`src/rtl/sort_actuator_scheduler.sv`:
```
// rtl/sort_actuator_scheduler.sv - per-channel delayed event queues driving ramped servo PWM FSMs
module sort_actuator_scheduler #(
  parameter int                    NUM_CH    = 2,
  parameter int                    CLS_W     = 2,
  parameter int                    DEPTH     = 4,
  parameter int                    TS_W      = 32,
  parameter logic [NUM_CH*32-1:0]  DELAY_VEC = {32'd500000000, 32'd262500000},
  parameter int                    HOLD_CYC  = 30000000,
  parameter int                    PERIOD    = 2500000,
  parameter int                    MIN_PULSE = 62500,
  parameter int                    TGT_PULSE = 145833,
  parameter int                    STEP      = 250
) (
  input  logic                                  clk,
  input  logic                                  rst_n,
  input  logic                                  evt_valid,
  input  logic [CLS_W-1:0]                      evt_class,
  input  logic [NUM_CH-1:0]                     manual,
  input  logic                                  clr_err,
  output logic [NUM_CH-1:0]                     pwm_out,
  output logic [NUM_CH-1:0]                     busy,
  output logic [NUM_CH*($clog2(DEPTH)+1)-1:0]   q_cnt,
  output logic [NUM_CH-1:0]                     ovf,
  output logic [NUM_CH-1:0]                     late
);

  localparam int PW = $clog2(DEPTH);
  localparam int CW = PW + 1;

  localparam logic [1:0] ST_IDLE = 2'd0;
  localparam logic [1:0] ST_MOVE = 2'd1;
  localparam logic [1:0] ST_HOLD = 2'd2;
  localparam logic [1:0] ST_RET  = 2'd3;

  localparam logic [31:0] MIN_D   = 32'(MIN_PULSE);
  localparam logic [31:0] TGT_D   = 32'(TGT_PULSE);
  localparam logic [31:0] STEP_D  = 32'(STEP);
  localparam logic [31:0] HOLD_M1 = 32'(HOLD_CYC - 1);
  localparam logic [31:0] PER_M1  = 32'(PERIOD - 1);

  logic [TS_W-1:0] ts;
  logic [31:0]     frame_cnt;
  logic            frame_start;

  assign frame_start = (frame_cnt == 32'd0);

  always_ff @(posedge clk) begin
    if (!rst_n) begin
      ts        <= '0;
      frame_cnt <= '0;
    end else begin
      ts        <= ts + TS_W'(1);
      frame_cnt <= (frame_cnt == PER_M1) ? 32'd0 : frame_cnt + 32'd1;
    end
  end

  for (genvar i = 0; i < NUM_CH; i++) begin : g_ch
    localparam logic [TS_W-1:0] DLY = TS_W'(DELAY_VEC[i*32 +: 32]);

    logic [TS_W-1:0] mem [DEPTH];
    logic [PW-1:0]   wr_ptr, rd_ptr;
    logic [CW-1:0]   cnt;
    logic [1:0]      state;
    logic [31:0]     duty, hold_cnt;
    logic [TS_W-1:0] age;
    logic            mature_q, push, pop, full, empty, wr_en;
    logic            pwm_q, ovf_q, late_q;

    assign push  = evt_valid && (evt_class == CLS_W'(i + 1));
    assign full  = (cnt == CW'(DEPTH));
    assign empty = (cnt == '0);
    assign pop   = (state == ST_IDLE) && mature_q;
    assign wr_en = push && (!full || pop);
    assign age   = ts - mem[rd_ptr];

    always_ff @(posedge clk) begin
      if (wr_en) mem[wr_ptr] <= ts + DLY;
    end

    // Maturity is registered and forced low on a pop so the next head is judged fresh.
    always_ff @(posedge clk) begin
      if (!rst_n) begin
        wr_ptr   <= '0;
        rd_ptr   <= '0;
        cnt      <= '0;
        mature_q <= 1'b0;
        ovf_q    <= 1'b0;
        late_q   <= 1'b0;
      end else begin
        if (wr_en) wr_ptr <= wr_ptr + PW'(1);
        if (pop)   rd_ptr <= rd_ptr + PW'(1);
        case ({wr_en, pop})
          2'b10:   cnt <= cnt + CW'(1);
          2'b01:   cnt <= cnt - CW'(1);
          default: cnt <= cnt;
        endcase
        mature_q <= !pop && !empty && !age[TS_W-1];
        ovf_q    <= (push && full && !pop) || (ovf_q && !clr_err);
        late_q   <= (mature_q && state != ST_IDLE) || (late_q && !clr_err);
      end
    end

    always_ff @(posedge clk) begin
      if (!rst_n) begin
        state    <= ST_IDLE;
        duty     <= MIN_D;
        hold_cnt <= '0;
        pwm_q    <= 1'b0;
      end else begin
        pwm_q <= (frame_cnt < duty);
        case (state)
          ST_IDLE: begin
            duty <= MIN_D;
            if (mature_q || manual[i]) state <= ST_MOVE;
          end
          ST_MOVE: begin
            if (duty == TGT_D) begin
              state    <= ST_HOLD;
              hold_cnt <= '0;
            end else if (frame_start) begin
              duty <= (duty + STEP_D >= TGT_D) ? TGT_D : duty + STEP_D;
            end
          end
          ST_HOLD: begin
            if (hold_cnt == HOLD_M1) state <= ST_RET;
            else hold_cnt <= hold_cnt + 32'd1;
          end
          default: begin
            if (duty == MIN_D) state <= ST_IDLE;
            else if (frame_start) duty <= (duty < MIN_D + STEP_D) ? MIN_D : duty - STEP_D;
          end
        endcase
      end
    end

    assign pwm_out[i]          = pwm_q;
    assign busy[i]             = (state != ST_IDLE);
    assign q_cnt[i*CW +: CW]   = cnt;
    assign ovf[i]              = ovf_q;
    assign late[i]             = late_q;
  end

endmodule

```
`config.mk`:
```
export PLATFORM = sky130hd
export DESIGN_NAME = sort_actuator_scheduler
export DESIGN_NICKNAME = d
export VERILOG_FILES = /design/src/rtl/sort_actuator_scheduler.sv
export SDC_FILE = /design/constraint.sdc
export NUM_CORES = 1
export LEC_CHECK = 0
export BUFFER_PORTS_ARGS = -buffer_cell sky130_fd_sc_hd__buf_2
export CAP_MARGIN = 20
export CELL_PAD_IN_SITES_DETAIL_PLACEMENT = 1
export CELL_PAD_IN_SITES_GLOBAL_PLACEMENT = 1
export CORE_ASPECT_RATIO = 2
export CORE_MARGIN = 1.5
export CORE_UTILIZATION = 25
export CTS_CLUSTER_SIZE = 30
export DETAILED_ROUTE_END_ITERATION = 6
export PLACE_DENSITY = 0.43
export SETUP_SLACK_MARGIN = 0.05
export SLEW_MARGIN = 20
export SYNTH_ARGS = -nofsm -noshare
export SYNTH_HDL_FRONTEND = slang
export SYNTH_SLANG_ARGS = --single-unit
```
`constraint.sdc`:
```
create_clock -name clk -period 11.6 [get_ports clk]
set_clock_uncertainty 0.1 [all_clocks]
set_input_delay 1.16 -clock clk [delete_from_list [all_inputs] [get_ports clk]]
set_output_delay 1.16 -clock clk [all_outputs]
set_load 0.005 [all_outputs]
```
* After elaboration in Yosys (flattened, before gate mapping)
Memories as Yosys holds them, arrays and structs flattened. A register that Yosys moved wholly into a read port is not among the register bits.
Index checks and enable logic that the tools add are counted.
** Storage, ports and cells
- Memories :: 2
- Bits in writable memories :: 256
- Logic and storage cells :: 185
- Flip-flop bits (word level) :: 218
- Input bits :: 8
- Output and inout port bits :: 14
** Memory list
- g_ch[0].mem :: depth 4, bits a word 32, rd ports 1, clocked after Yosys merged registers in 1, wr ports 1, RTL line 60 : logic [TS_W-1:0] mem [DEPTH];
- g_ch[1].mem :: depth 4, bits a word 32, rd ports 1, clocked after Yosys merged registers in 1, wr ports 1, RTL line 60
** Cells by class
- Add/sub/neg operators :: 20
- Multiplexer cells :: 40
- Reduce and logical (&&, ||, !) cells :: 59
- Order comparisons :: 6
- Bitwise logic cells :: 3
- Equal/unequal tests :: 33
** Operator list (count)
- $mux 32 :: 16
- $pmux 32 s3 :: 2
- $add 32x1->32 const B :: 4
- $pmux 32 s2 :: 2
- $add 32x8->32 const B :: 2
- $eq 32x16->1 const B :: 2
- $eq 32x18->1 const B :: 2
- $eq 32x25->1 const B :: 2
- $ge 32x18->1 const B :: 2
- $lt 32x16->1 const B :: 2
- $lt 32x32->1 :: 2
- $sub 32x32->32 :: 2
- $sub 32x8->32 const B :: 2
- $add 32x28->32 const B :: 1
- $add 32x29->32 const B :: 1
- $eq 32x22->1 const B :: 1
- $logic_not 32->1 :: 1
- $mux 2 :: 12
- $logic_and 1x1->1 :: 20
- $ne 2x2->1 const B :: 10
- $reduce_bool 2->1 :: 8
- $pmux 2 s3 :: 2
- $pmux 3 s2 :: 2
- $eq 2x1->1 const B :: 5
- 18 further kinds :: 56

* Longest topological paths before layout
Gate-level depths: netlist of run 1.
- Depth in word-level cells :: 6
- Gate-level depth with buffers :: 14
- Gate-level depth less buffers :: 12

* Worst setup path after synthesis of run 1
No wires, ideal clock.
- Path kind :: register to register
- Start :: register with a tool-made name
- End :: register g_ch[1].mature_q
- Library setup time :: 0.059 ns
- Slack :: 7.747 ns
- Clock period less this slack :: 3.853 ns
- Buffers on the path :: 2
- Arrival time :: 3.694 ns
- Required time :: 11.441 ns
- Stages on the path, launching flop included :: 15
- Cell sequence :: dfxtp_1 clkbuf_1 buf_1 mux4_2 inv_1 ha_1 a21o_1 a21o_1 a21o_1 a21o_1 a21o_1 a21o_1 a21o_1 or4b_2 nand2_1
** RTL lines
- end signal: assignment :: RTL line 97 : mature_q <= !pop && !empty && !age[TS_W-1];
- end: declaration :: RTL line 66 : logic mature_q, push, pop, full, empty, wr_en;

* Worst setup path in the final report of run 1
- Start :: register g_ch[1].duty[21]
- End :: register g_ch[1].hold_cnt[31]
** On the way
- Longest elaborated chain between the ends :: 3
** RTL lines
- start: declaration :: RTL line 64 : logic [31:0] duty, hold_cnt;
- start signal: assignment :: RTL line 121 : duty <= (duty + STEP_D >= TGT_D) ? TGT_D : duty + STEP_D;
- start signal: assignment :: RTL line 130 : else if (frame_start) duty <= (duty < MIN_D + STEP_D) ? MIN_D : duty - STEP_D;
- $eq 32x18->1 :: RTL line 117 : if (duty == TGT_D) begin
- $ne 2x2->1 (no line)
- $reduce_and 3->1 (no line)
- end signal: assignment :: RTL line 126 : else hold_cnt <= hold_cnt + 32'd1;
- end: declaration :: RTL line 64
No other way between the ends.
A chain may end at the register's enable or synchronous reset.

==> results_dict.tcl, run 1 <==
set metrics [dict create \
    drt_wl_total_mm 84.4 \
    yosysTopAreaCellShare_pct 29.7 \
    finalNetCount 2699 \
    clk_latency_ns 0.65 \
    ctsHoldBuffers 0 \
    cts_setup_buffers 0 \
    ys_ff_latch 478 \
    worstSetupEndpointType "flop" \
    routedWlPerCell_um 21.5 \
    worstHoldStart "g_ch[0].hold_cnt[1]" \
    pre_cts_ws_ns 7.27 \
    layout_commonest_cell "nor2_1" \
    clockBufferDepth 3 \
    r2r_cells 8 \
    rsz0062_at_grt "false" \
    drc 0 \
    hold_class "flop to flop" \
    ys_seq_area_share_pct 46.9 \
    gp_congestion 0.864 \
    r2r_start "g_ch[1].duty[21]" \
    fin_crit_ns 4.20 \
    portBuffers 21 \
    post-route-period-util_pct 36.2 \
    cts_buffers 51 \
    crit_required_ns 12.08 \
    maxSlewViolCount 0 \
    crit_path_start "g_ch[1].duty[21]" \
    setup_violations 0 \
    cts_resized 0 \
    cts_tree "done" \
    cts.sinks 478 \
    core_region_area_mm2 0.102 \
    drt_iter0_markers 715 \
    firstDrtPassIters 5 \
    vdd_ir_drop_max_uv 117 \
    path_clk_slew_ns 0.06 \
    antenna_found_initial 2 \
    grt_usage_pct 16.2 \
    start_util_pct 25.3 \
    synth_flop_cell "edfxtp_1" \
    htree_levels 2 \
    timing.setup.tns_ns 0 \
    root_buffer "clkbuf_16" \
    nFillCells 11500 \
    yosysTopAreaCell "edfxtp_1" \
    fmax_mhz 238 \
    vias 19700 \
    syn-mean-instance-area_um2 10.1 \
    grt_pass1_vias 21600 \
    final.setup.worst_slack_ns 7.40 \
    path_class "flop to flop" \
    final_cell_mix "258 x nor2_1, 256 x edfxtp_1, 220 x dfxtp_1" \
    die_w_um 231 \
    synth_area_mm2 0.0259 \
    dp_hpwl_mm 61.6 \
    ys_warn_count 0 \
    drive_gt1_share_pct 9.37 \
    synthToLayoutAreaGrowth_pct 13.1 \
    p_leak_nw 10.4 \
    overflow 0 \
    grt_pass1_wl_mm 131 \
    grt_max_degree 39 \
    status "complete, no violations" \
    worstPathArrival_ns 4.68 \
    netlist-cell-type-count 77 \
    relSlewSlack_pct 29.5 \
    start_kind "flop" \
    p_total_w 0.00483 \
    die_area_mm2 0.106 \
    diodes 0 \
    die_height_um 458 \
    critical_path_peak_fanout 10 \
    synthArstFlopShare_pct 0 \
    worst_pin_slew_ns 1.06 \
    syn_inst 2557 \
    cap_violations 0 \
    synth_edf_count 256 \
    viasPerCell 5.01 \
    p_per_area_mw_per_mm2 165 \
    synth_fp_nets 2717 \
    antenna_left 0 \
    holdPathStages 2 \
    finalHoldViolCount 0 \
    ioPinCount 22 \
    synth_area_leaders "edfxtp_1 30%, dfxtp_1 17%, ha_1 7.2%" \
    num_rows 166 \
]
[final cells by class]
| cell class | count | area (um2) | share of cell area (%) |
|---|---|---|---|
| multi-input combinational | 1768 | 12600 | 43.0 |
| sequential | 478 | 12100 | 41.4 |
| tap | 1344 | 1680 | 5.74 |
| clock buffer | 59 | 1350 | 4.60 |
| inverter | 178 | 668 | 2.28 |
| clock inverter | 37 | 438 | 1.50 |
| timing repair buffer | 62 | 410 | 1.40 |
[routing by layer]
layer | GRT usage, % | vias to the layer above | wire [um]
met5 | 0 | - | 0
met4 | 7.19 | 0 | 3820
met3 | 1.95 | 168 | 2140
met2 | 32.3 | 278 | 47600
met1 | 16.3 | 9899 | 30900
li1 | - | 9316 | -
[stage by stage]
step / hold slack, ns / instances / util [%] / instance area [um2]
2_1_floorplan: 0.344 / 2557 / - / 25900
3_3_place_gp: 0.362 / 3829 / 26.8 / 27500
3_5_place_dp: 0.368 / 3829 / 26.8 / 27500
4_1_cts: 0.378 / 3925 / 28.6 / 29300
5_1_grt: 0.395 / 3926 / 28.6 / 29300
6_report: 0.371 / 3926 / 28.6 / 29300
[sequential cells by signal, indices dropped and copies added (netlist names), named ones only]
signal / flops
g_ch.state: 4
frame_cnt: 32
g_ch.ovf_q: 2
g_ch.wr_ptr: 4
g_ch.pwm_q: 2
g_ch.mature_q: 2
g_ch.duty: 64
ts: 32
g_ch.late_q: 2
g_ch.cnt: 6
g_ch.hold_cnt: 64
g_ch.mem: 256
g_ch.rd_ptr: 4
[final timing paths]
kind,slack (ns),end
hold / removal,0.37,g_ch[0].hold_cnt[1]
setup / recovery,7.40,g_ch[1].hold_cnt[31]
setup reg to reg,7.40,g_ch[1].hold_cnt[31]
hold reg to reg,0.37,g_ch[0].hold_cnt[1]
[cell usage after synthesis (52+ instances only)]
cell / n
mux4_2: 64
o21ai_0: 108
nand2_1: 143
ha_1: 150
edfxtp_1: 256
nor3_1: 73
nand4_1: 69
a21o_1: 52
xnor2_1: 122
nand3_1: 100
a21oi_1: 146
clkbuf_1: 111
xor2_1: 72
dfxtp_1: 222
inv_1: 176
nor2_1: 258
[critical path: stages (launching register included)]
cell and delay, ns:
dfxtp_1 0.40, or4_1 0.69, or3_4 0.47, o31ai_4 0.43, nand4_1 0.37, nor3_1 0.72
nand2_1 0.39, or3_1 0.43, a21oi_1 0.13
[report_power, final]
part | internal (W) | switching (W) | total [W]
clock | 0.00102 | 0.000771 | 0.00179
combinational | 0.000382 | 0.000730 | 0.00111
sequential | 0.00182 | 0.000105 | 0.00192
total | 0.00322 | 0.00161 | 0.00483
[logic make-up after synthesis]
| family | count (synthesis) | synth area share, % |
|---|---|---|
| multiplexers | 72 | 5.88 |
| AND/OR/NAND/NOR | 866 | 16.7 |
| XOR/XNOR | 194 | 6.56 |
| adder cells (fa/ha/maj) | 152 | 7.40 |
| buffers and inverters | 311 | 4.64 |
| flip-flops | 478 | 46.9 |
| AO/OA/AOI/OAI | 484 | 11.9 |
No activity file was read; power rests on OpenSTA's default activity.
==> run 2: changes to the inputs <==
==> constraint.sdc (replaced) <==
create_clock -name clk -period 3.9 [get_ports clk]
set_clock_uncertainty 0.1 [all_clocks]
set_input_delay 0.39 -clock clk [delete_from_list [all_inputs] [get_ports clk]]
set_output_delay 0.39 -clock clk [all_outputs]
set_load 0.005 [all_outputs]
==> run 2 against run 1 <==
  * Routed wire length grew 7.5%
  * Fmax grew 14%
  * Flip-flop and latch count is the same
  * Hold slack lost 0.22 ns
  * Sequential share of layout area shrank 1.5 points
  * Global-route usage grew 1.2 points
  * Via count grew 3.3%
  * Critical endpoint is now g_ch[1].duty[11]
==> results_dict.tcl, run 2 (synthesis results as in run 1) <==
set metrics [dict create \
    drive_gt1_share_pct 13.9 \
    maxSlewViolCount 0 \
    clk_latency_ns 0.64 \
    post-route-cell-area_mm2 0.0304 \
    clkPwrFrac_pct 36.4 \
    hold_class "input pin to flop" \
    start_kind "flop" \
    drc 0 \
    pwr-share-comb_pct 25.5 \
    finalNetCount 2833 \
    largest_reg_flops 256 \
    timing.rr.end "g_ch[1].duty[11]" \
    r2r_cells 12 \
    vias 20300 \
    grt_pass1_wl_mm 139 \
    place_area_mm2 0.0286 \
    routedWlPerCell_um 22.4 \
    cts_buffers 50 \
    drt_iter0_markers 825 \
    nFillCells 11500 \
    p_switching_w 0.00481 \
    p_total_w 0.0147 \
    cts_tree "done" \
    die_height_um 458 \
    vdd_ir_drop_max_uv 315 \
    pwr-share-seq_pct 38.1 \
    grt_pass1_vias 22600 \
    antenna_found_initial 3 \
    timing.setup.tns_ns 0 \
    largestRegisters "g_ch.mem (256), g_ch.duty (64), g_ch.hold_cnt (64)" \
    overflow 0 \
    die_area_mm2 0.106 \
    dp_hpwl_mm 69.0 \
    relSlewSlack_pct 30.9 \
    antenna_left 0 \
    worstHoldStart "evt_class[1]" \
    root_buffer "clkbuf_16" \
    htree_levels 2 \
    rsz0062_at_grt "false" \
    start_util_pct 25.3 \
    worstSetupEndpointType "flop" \
    p_leak_nw 11.1 \
    holdPathStages 5 \
    status "complete, no violations" \
    post-route-period-util_pct 94.3 \
    r2r_start "g_ch[1].duty[1]" \
    grt_max_degree 37 \
    clockBufferDepth 3 \
    fin_crit_ns 3.68 \
    gp_congestion 0.898 \
    core_region_area_mm2 0.102 \
    rrSetupSlack_ns 0.22 \
    worst_pin_slew_ns 1.02 \
    whs_endpoint "g_ch[1].ovf_q" \
    die_w_um 231 \
    ctsHoldBuffers 0 \
    setup_violations 0 \
    cap_violations 0 \
    holdWs_ns 0.155 \
    firstDrtPassIters 7 \
    critical_path_peak_fanout 7 \
    p_per_area_mw_per_mm2 484 \
    sw_frac_of_total_pct 32.7 \
    p_int_w 0.00991 \
    fmax_mhz 272 \
    final_cell_mix "258 x nor2_1, 256 x edfxtp_1, 220 x dfxtp_1" \
    path_clk_slew_ns 0.06 \
    worstPathArrival_ns 4.15 \
    drt_wl_total_mm 90.8 \
    ioPinCount 22 \
    regMostFlops "g_ch.mem" \
    crit_required_ns 4.37 \
    cts.sinks 478 \
    synthToLayoutAreaGrowth_pct 17.5 \
    layout_commonest_cell "nor2_1" \
    portBuffers 21 \
    num_rows 166 \
    finalHoldViolCount 0 \
    viasPerCell 5.00 \
    grt_usage_pct 17.3 \
    path_class "flop to flop" \
]
-- run 2: what timing repair did --
action	4_1_cts	5_1_grt
buffers inserted	0	0
endpoints found under the setup margin	0	8
resized for setup	0	2
-- run 2: layer usage --
metal	vias to the layer above	routed length [um]	GRT usage [%]
met3	182	1900	1.64
met2	311	53400	36.2
met1	10200	31000	16.2
met5	-	0	0
li1	9567	-	-
met4	0	4440	8.39
-- run 2: worst max-delay path by stage --
stage | from | to | slack [ns] | cells after the start
after global routing | g_ch[1].duty[13] | g_ch[1].duty[14] | 0.05 | 10
after detailed placement | g_ch[1].duty[1] | g_ch[1].duty[11] | 0.06 | 12
after CTS | g_ch[1].duty[1] | g_ch[1].duty[11] | 0.07 | 12
after floorplan | flop | g_ch[1].mature_q | 0.24 | 14
after global placement | g_ch[1].duty[1] | g_ch[1].duty[0] | 0.09 | 12
final | g_ch[1].duty[1] | g_ch[1].duty[11] | 0.22 | 12
-- run 2: cell type report --
cell class | count | area, um2 | area share, %
clock buffer | 63 | 1340 | 4.41
tap | 1344 | 1680 | 5.53
sequential | 478 | 12100 | 39.9
timing repair buffer | 197 | 1530 | 5.02
antenna | 1 | 2.50 | 0.00823
inverter | 178 | 668 | 2.20
clock inverter | 31 | 455 | 1.50
multi-input combinational | 1768 | 12600 | 41.5
-- run 2: power groups by stage --
stage	sequential (W)	combinational, W	clock, W
floorplan	0.00560	0.00229	0
global placement	0.00572	0.00373	0
detailed placement	0.00572	0.00376	0
CTS	0.00561	0.00377	0.00556
global route	0.00563	0.00409	0.00572
finish	0.00561	0.00375	0.00536
-- run 2: critical path, cell delays in order, from the launching register on --
cell,delay [ns]
dfxtp_1,0.49
inv_1,0.19
ha_1,0.42
nor3b_1,0.09
o21ai_0,0.18
a221oi_1,0.11
a311o_1,0.36
a2111oi_1,0.55
o211ai_1,0.25
and2_1,0.25
buf_12,0.14
or2_2,0.32
a21oi_1,0.14
-- run 2: through the flow --
step,utilization (%),instances,setup WS [ns]
after floorplan,-,2557,0.239
after global placement,27.9,3965,0.0906
after detailed placement,27.9,3965,0.0648
after CTS,29.7,4059,0.0749
after global routing,29.7,4060,0.0516
final,29.7,4060,0.221
